==> src/rtl/bios_stream_loader_pkg.sv <==
// bios_loader_pkg: drain states and buffer constants shared by the BIOS loader
package bios_loader_pkg;
  typedef enum logic [1:0] {IDLE, STREAM, FINISH} drain_t;
  localparam int HALF_WORDS_LOG2 = 5;
  localparam int BUF_WORDS = 64;
  localparam logic [15:0] PAD_WORD_DEF = 16'hFFFF;
endpackage

==> src/rtl/bios_stream_loader_ram.sv <==
// bios_pingpong_ram: simple dual-port word buffer with registered 1-cycle read
module bios_pingpong_ram import bios_loader_pkg::*; #(
  parameter int DEPTH = BUF_WORDS,
  parameter int AW = HALF_WORDS_LOG2 + 1
) (
  input  logic          clk,
  input  logic          we,
  input  logic [AW-1:0] waddr,
  input  logic [15:0]   wdata,
  input  logic [AW-1:0] raddr,
  output logic [15:0]   q
);
  logic [15:0] mem [DEPTH];
  always_ff @(posedge clk) begin
    if (we) mem[waddr] <= wdata;
    q <= mem[raddr];
  end
endmodule

==> src/rtl/bios_stream_loader.sv <==
// bios_stream_loader: pairs ioctl bytes into a ping-pong buffer and streams words to the BIOS port
module bios_stream_loader import bios_loader_pkg::*; #(
  parameter int          HALF_WORDS = 32,
  parameter int          ADDR_W     = 14,
  parameter logic [15:0] PAD_WORD   = PAD_WORD_DEF
) (
  input  logic              clk_sdr,
  input  logic              reset,
  input  logic              ioctl_download,
  input  logic              ioctl_wr,
  input  logic [24:0]       ioctl_addr,
  input  logic [7:0]        ioctl_dout,
  input  logic              bios_req,
  output logic [ADDR_W-1:0] bios_addr,
  output logic [15:0]       bios_din,
  output logic              bios_wr,
  output logic              bios_loaded,
  output logic              overrun
);
  localparam int HL = $clog2(HALF_WORDS);
  drain_t state, state_n;
  logic dl_q, active, rel, whalf;
  logic [7:0] lo;
  logic [1:0] full;
  logic [HL:0] cnt [2];
  logic [HL:0] wcnt, rp, rp_n;
  logic [15:0] q;
  logic rise, fall, hb, en, we, fire, last, unused_addr;
  assign rise = ioctl_download & ~dl_q;
  assign fall = ~ioctl_download & dl_q & active;
  assign hb = ioctl_addr[HL+1];
  assign en = active & ioctl_download & ioctl_wr & ~rise;
  assign we = en & ioctl_addr[0] & ~full[hb];
  assign fire = (state == STREAM) & bios_req & full[rp[HL]];
  assign last = fire & (&rp[HL-1:0]);
  assign rp_n = rise ? '0 : rp + (HL+1)'(fire);
  assign unused_addr = ^ioctl_addr[24:HL+2];
  assign bios_wr = state == STREAM;
  assign bios_loaded = state == FINISH;
  bios_pingpong_ram #(.DEPTH(2*HALF_WORDS), .AW(HL+1)) ram (
    .clk(clk_sdr), .we(we), .waddr(ioctl_addr[HL+1:1]), .wdata({ioctl_dout, lo}),
    .raddr(rp_n), .q(q)
  );
  always_ff @(posedge clk_sdr) begin
    dl_q <= reset | ioctl_download;
    state <= reset ? IDLE : state_n;
    if (reset | rise) begin
      active <= ~reset;
      full <= '0;
      rel <= 1'b0;
      rp <= '0;
      bios_addr <= '0;
      overrun <= 1'b0;
      wcnt <= '0;
      if (reset) begin
        lo <= '0;
        bios_din <= '0;
      end
    end else begin
      if (fall) active <= 1'b0;
      if (fire) begin
        rp <= rp + 1'b1;
        bios_addr <= bios_addr + 1'b1;
        bios_din <= ({1'b0, rp[HL-1:0]} >= cnt[rp[HL]]) ? PAD_WORD : q;
      end
      if (last) begin
        full[rp[HL]] <= 1'b0;
        rel <= 1'b1;
      end else if (state == STREAM & ~bios_req) rel <= 1'b0;
      if (en & full[hb]) overrun <= 1'b1;
      if (en & ~ioctl_addr[0] & ~full[hb]) lo <= ioctl_dout;
      if (we) begin
        whalf <= hb;
        if (&ioctl_addr[HL:1]) begin
          full[hb] <= 1'b1;
          cnt[hb] <= (HL+1)'(HALF_WORDS);
          wcnt <= '0;
        end else wcnt <= (HL+1)'(ioctl_addr[HL:1]) + 1'b1;
      end
      if (fall & (|wcnt)) begin
        full[whalf] <= 1'b1;
        cnt[whalf] <= wcnt;
        wcnt <= '0;
      end
    end
  end
  always_comb begin
    state_n = rise ? IDLE :
              state == IDLE ? (full[rp[HL]] ? STREAM : IDLE) :
              state == STREAM ? ((rel & ~bios_req) ? (full[rp[HL]] ? STREAM : (~active & ~(|full)) ? FINISH : IDLE) : STREAM) :
              FINISH;
  end
endmodule
==> config.mk <==
export PLATFORM = sky130hd
export DESIGN_NAME = bios_stream_loader
export DESIGN_NICKNAME = d
export VERILOG_FILES = /design/src/rtl/bios_stream_loader_pkg.sv /design/src/rtl/bios_stream_loader_ram.sv /design/src/rtl/bios_stream_loader.sv
export SDC_FILE = /design/constraint.sdc
export NUM_CORES = 1
export LEC_CHECK = 0
export CORE_MARGIN = 1
export CORE_UTILIZATION = 49
export DETAILED_ROUTE_END_ITERATION = 7
export PLACE_DENSITY = 0.73
export SETUP_SLACK_MARGIN = 0.3
export SLEW_MARGIN = 25
export SYNTH_ARGS = -nofsm -noshare
export SYNTH_HDL_FRONTEND = slang
export SYNTH_SLANG_ARGS = --single-unit
==> constraint.sdc <==
create_clock -name clk_sdr -period 4 [get_ports clk_sdr]
set_input_delay 0.6 -clock clk_sdr [delete_from_list [all_inputs] [get_ports clk_sdr]]
set_output_delay 0.6 -clock clk_sdr [all_outputs]
set_load 0.005 [all_outputs]
# After elaboration in Yosys (flattened, before gate mapping)
# Memory sizes are Yosys's and may differ from the RTL's. A register that Yosys moved wholly into a read port is not among the register bits.
# Cells that the tools add are included.
[word_totals] reg_bits=59 mem_bits_rw=1036 mem_count=2
[classes] addsub=4 magnitude_cmp=7 eq_ne=3 muxes=49 n_bitwise=34 reduce_logical=18
[mem_list] name="ram.mem" words=64 word_bits=16 rd=1 rd_ports_with_merged_regs=1 wr=1 line_no="bios_stream_loader_ram.sv:13" text="logic [15:0] mem [DEPTH];"
[mem_list] name="cnt" words=2 word_bits=6 rd=1 rd_ports_with_merged_regs=1 wr=1 line_no="bios_stream_loader.sv:25" text="logic [HL:0] cnt [2];"
[ops] op="16-bit two-way mux" count=4
[ops] op="1-bit two-way mux" count=25
[ops] op="8-bit two-way mux" count=3
[ops] op="2-bit two-way mux" count=11
[ops] op="1-bit bitwise AND" count=18
[ops] op="6-bit two-way mux" count=3
[ops] op="14-bit by 1-bit adder with 14-bit output (second input constant)" count=1
[ops] op="6-bit OR reduction" count=2
[ops] op="1-bit NOT" count=10
[ops] op="5-bit AND reduction" count=2
[ops] op="2-bit nonzero test" count=4
[ops] op="5-bit by 1-bit adder with 6-bit output (second input constant)" count=1
[ops] op="6-bit by 1-bit adder with 6-bit output" count=1
[ops] op="6-bit by 1-bit adder with 6-bit output (second input constant)" count=1
[ops] op="5-bit by 6-bit >= comparator with 1-bit output" count=1
[ops] op="1-bit by 2-bit less-than comparator with 1-bit output (second input constant)" count=3
[ops] op="2-bit AND reduction" count=3
[ops] op="2-bit OR reduction" count=3
[ops] op="2-bit OR" count=2
[ops] op="1-bit demux with 1-bit select" count=3
[ops] op="1-bit >= comparator (second input constant)" count=3
[ops] op="1-bit logical AND" count=3
[ops] op="2-bit bitwise AND" count=1
[ops] op="2-bit by 1-bit equality test with 1-bit output (second input constant)" count=1
[ops] op="5 further kinds" count=6

# Depth between registers and ports, before layout
[depth] word_depth=14 ltp_mapped=15

# Hierarchy
# From an unflattened synthesis, not the netlist that was laid out.
[unflattened] cells_unflattened=2149 hier_area_um2=43339.1
[by_module_without_submodules] mod="bios_pingpong_ram" instances=1 cells_each=1829 area_per_inst_um2=40042.2 seq_area_each_um2=31069.8
[by_module_without_submodules] mod="bios_stream_loader" instances=1 cells_each=320 area_per_inst_um2=3296.9 seq_area_each_um2=1821.7

# Worst setup path after synthesis
# No wires, ideal clock.
[synth_timing] path_kind="input port to flip-flop" start="input port bios_req" end="register ram.q[3], read port of ram.mem" arrival_time_ns=3.200 t_required_ns=3.880 slack_ns=0.679 cell_stages=13 path_buffers=3 cell_sequence="nand3b_1 nor3_1 ha_1 xor2_1 and2_1 buf_2 buf_2 buf_1 mux4_2 a22oi_1 nand4_1 nor3_1 a21oi_1"
[synth_via] elab_chain_cells=4
[synth_lines] element="from (decl)" line_no="bios_stream_loader.sv:13" text="input logic bios_req,"
[synth_lines] element="1-bit bitwise AND (2 in series)" line_no="bios_stream_loader.sv:34" text="assign fire = (state == STREAM) & bios_req & full[rp[HL]];"
[synth_lines] element="6-bit by 1-bit adder with 6-bit output" line_no="bios_stream_loader.sv:36" text="assign rp_n = rise ? '0 : rp + (HL+1)'(fire);"
[synth_lines] element="6-bit two-way mux" line_no="bios_stream_loader.sv:36"
[synth_lines] element="to (decl)" line_no="bios_stream_loader_ram.sv:11" text="output logic [15:0] q"
# Every way passes these cells.
# A chain may end at the register's enable or synchronous reset.

# Worst setup path in the final report
[layout_timing] start="register rp[0]" end="register ram.q[2], read port of ram.mem"
[layout_via] elab_chain_cells=2
[layout_lines] element="from (decl)" line_no="bios_stream_loader.sv:26" text="logic [HL:0] wcnt, rp, rp_n;"
[layout_lines] element="from (signal assigned)" line_no="bios_stream_loader.sv:62" text="rp <= rp + 1'b1;"
[layout_lines] element="6-bit by 1-bit adder with 6-bit output" line_no="bios_stream_loader.sv:36"
[layout_lines] element="6-bit two-way mux" line_no="bios_stream_loader.sv:36"
# Every way passes these cells.

==> summary.txt <==
STA
  – PnR worst setup slack: 0.410 ns
  – Post-route setup TNS: 0 ns
  – Max Fclk: around 280 MHz
  – RSZ-0062 raised after global routing: no
  – Setup violators final: 0
  – Slew Limit Headroom: 0.300
  – Transition time at the pin with the least slew margin: about 1.0 ns
  – Number of pins exceeding their max-slew limit in the final report: 0
  – Final Hold Fails: 0
  – Post-layout min period: roughly 3.6 ns
  – Period Utilization, post-route: 0.897
  – Largest clock skew in the final design: roughly 0.027 ns

Cells and area
  – Fin nets: between 3k and 4k
  – P&R area growth vs syn: 15.6%
  – Post-route cell area: ~50000 um^2
  – Commonest cells after routing, fill and taps aside: edfxtp_1 (1062), nand2_1 (426), buf_4 (217)
  – Share of final-layout standard cells stronger than drive strength 1: 0.157
  – Leading cell type in the layout, fill and taps excluded: edfxtp_1
  – Fill cell total of the finished layout: 6460
  – Post-Layout Cell Count: between 4k and 5k

GRT
  – All-layer global routing usage: 0.253
  – Total grt overflow: 0
  – Number of global-route vias before repair: ~27k
  – Maximum number of pins on one net before global-route repair: 80
  – Number of antenna violations at the first check in global routing: 0
  – First-pass GRT wire length: between 150 and 200 mm

Yosys
  – Distinct cell type count after synthesis: 71
  – Yosys warnings: 0
  – Most used flip-flop cell after synthesis: edfxtp_1
  – Sequential area share after synthesis: 0.746
  – Syn Area/Cell: ~15 um^2
  – Async set-reset flop share out of synthesis: 0
  – Synth Cell Area: ~44000 um^2
  – Number of enable-type register cells in the synthesized netlist: roughly 1.1k
  – Post-Synthesis Cells: around 3.0k
  – Syn nets: roughly 3.0k
  – FF+latch count, synth: approximately 1.1k

Die
  – IO Count: 71
  – Number of standard-cell rows in the floorplan: approximately 110
  – Core region area: around 90000 um^2
  – Die outline width: between 300 and 400 um
  – Die Ht: slightly above 300 um
  – Effective utilization at floorplan: 0.496
  – Full die area: slightly above 90000 um^2

Detailed routing
  – Drt pass-1 iters: 8
  – Detailed router's first-iteration violation count: approximately 3.8k
  – Routed len/inst: about 26 um
  – Final wirelength: roughly 120 mm
  – Count of nets left with antenna violations after detail routing: 0
  – Number of DRC violations after detailed routing: 22
  – Detailed-route via count: 27.5k
  – Via count normalized by instance count: 6.22

Worst hold path
  – Path category of the worst min-delay check: in2reg
  – Launch point of the worst hold path: ioctl_dout[5]

Place
  – Number of placed cells counting well taps: 4222
  – Placed inst area: 47500 um^2
  – HPWL after detailed placement: a little over 70 mm
  – Number of I/O port buffers: 52
  – Placer congestion estimate: approximately 0.93
  – Worst setup slack before clock tree synthesis: -0.567 ns

Clock network
  – Clock latency on the worst-skew pair: 0.68 ns
  – Number of hold buffers added after cts: 0
  – Number of levels the H-tree was split into: 3
  – CTS tree: done
  – Clock Tree Buf Depth: 3
  – Buffer count from post-CTS setup fixing: 0
  – Clock-pin slew on the worst setup and hold paths: 0.07 ns
  – Root Buffer: clkbuf_16
  – Num CTS Buffers: 104
  – Total clock sinks: between 1k and 1.5k

Worst setup path
  – Maximum net fanout on the critical path: 24
  – Critical Path Source Type: flop
  – CP Capture Type: flop
  – Largest stage delay on the critical path: around 0.64 ns
  – Beginning of the worst register-to-register path: rp[0]$_SDFFE_PN0P_
  – Arrival time reported for the critical path endpoint: just over 4 ns
  – Number of buffer and inverter instances along the worst setup path: 4
  – Max stage delay cell, worst path: a2111oi_2
  – First element of the critical path: rp[0]$_SDFFE_PN0P_
  – Ordered list of cells on the worst path: inv_1, nor3_1, ha_1, xor2_1, buf_4, and2_4, buf_12, mux4_2, nand2_1, nand3_1, a2111oi_2, buf_4, a211oi_1
  – Required time of the worst setup path: roughly 4.5 ns
  – Crit-path leading delay family: simple AND/OR/NAND/NOR gates
  – Cell with the most instances on the worst path: buf_4
  – Worst setup path category: reg2reg

Power
  – Final Power: between 20 and 25 mW
  – Total power divided by cell area: approximately 450 nW/um^2
  – Cell leakage power: around 17 nW
  – Worst VDD drop: approximately 0.00038 V

Job
  – Max cap viols: 0

Run status
  – Failing checks: design-rule violations
  – Result of the run: finished, violations left
==> cells in the mapped netlist (15+ instances only) <==
library cell,n,area share
nand2_1,428,0.036
a211oi_1,30,0.0051
a22oi_1,17,0.0029
a21oi_1,116,0.013
or4_1,15,0.0026
a31oi_1,41,0.0058
dfxtp_1,50,0.023
clkbuf_1,127,0.011
a22o_1,15,0.0030
edfxtp_1,1062,0.72
buf_2,54,0.0061
mux2i_1,71,0.016
nand3_1,172,0.020
o22ai_1,25,0.0035
o21a_1,18,0.0031
mux4_2,40,0.020
and2_1,17,0.0024
o211ai_1,77,0.013
o31ai_1,26,0.0044
nor2_1,121,0.010
and3_1,28,0.0040
or3_1,104,0.015
mux2_2,25,0.0064
a211o_1,16,0.0032
nor3_1,19,0.0022
o21ai_0,24,0.0027
==> area by class of cell <==
cell class                 count  area (um^2)  share of cell area
sequential                  1112        32900               0.645
antenna                        1         2.50           0.0000491
clock inverter                59          609              0.0120
multi-input combinational   1638        10400               0.204
clock buffer                 132         2780              0.0546
timing repair buffer         301         2790              0.0548
tap                         1165         1460              0.0286
inverter                       6         22.5            0.000442
==> state kept, by name (all words and copies together) (netlist names), named ones only <==
register and flops:
state 2, lo 8, active 1, dl_q 1
rp 6, bios_din 16, full 2, ram.q 16
bios_addr 14, cnt 12, ram.mem 1024, whalf 1
wcnt 6, overrun 1, rel 1
==> what timing repair did <==
| item | 4_1_cts | 5_1_grt |
|---|---|---|
| resized for setup | 3 | 7 |
| gates cloned | 0 | 0 |
| endpoints found under the setup margin | 2 | 11 |
==> cell families after synthesis <==
| group | count (synthesis) | synth area share |
|---|---|---|
| multiplexers | 137 | 0.0433 |
| flip-flops | 1112 | 0.746 |
| XOR/XNOR | 17 | 0.00338 |
| AND/OR/NAND/NOR | 959 | 0.102 |
| buffers and inverters | 206 | 0.0201 |
| AO/OA/AOI/OAI | 514 | 0.0822 |
| adder cells (fa/ha/maj) | 11 | 0.00312 |
==> per-layer routing <==
layer / track usage / vias up / routed length (um)
li1: - / 11900 / -
met1: 0.340 / 13700 / 43800
met2: 0.398 / 1634 / 54100
met3: 0.0495 / 245 / 12200
met4: 0.122 / 0 / 5430
met5: 0 / - / 0
==> worst register-to-register path: cells and delay by family (launching register included) <==
kind                     cells  cell delay [ns]
XOR/XNOR                     1             0.17
AND/OR/NAND/NOR              4             0.80
AO/OA/AOI/OAI                2             0.71
multiplexers                 1             0.33
flip-flops                   1             0.41
buffers and inverters        4             0.80
adder cells (fa/ha/maj)      1             0.23
==> stage by stage <==
stage / hold slack (ns) / util
2_1_floorplan: 0.445 / -
3_3_place_gp: 0.460 / 0.535
3_5_place_dp: 0.465 / 0.535
4_1_cts: 0.479 / 0.574
5_1_grt: 0.484 / 0.574
6_report: 0.465 / 0.574
==> path summary, 6_finish.rpt <==
| kind | endpoint | slack [ns] | cells past startpoint |
|---|---|---|---|
| hold reg to reg | overrun$_SDFFE_PN0P_ | 0.48 | 1 |
| setup / recovery | ram.q[2]$_DFF_P_ | 0.41 | 13 |
| hold / removal | ram.mem[11][13]$_DFFE_PP_ | 0.47 | 1 |
| setup reg to reg | ram.q[2]$_DFF_P_ | 0.41 | 13 |
==> power by group <==
group | switching, mW | internal, mW
registers | 0.0255 | 12.8
logic | 0.283 | 0.0763
clock network | 4.18 | 5.58
total | 4.49 | 18.4
No activity file was read; power rests on OpenSTA's default activity.
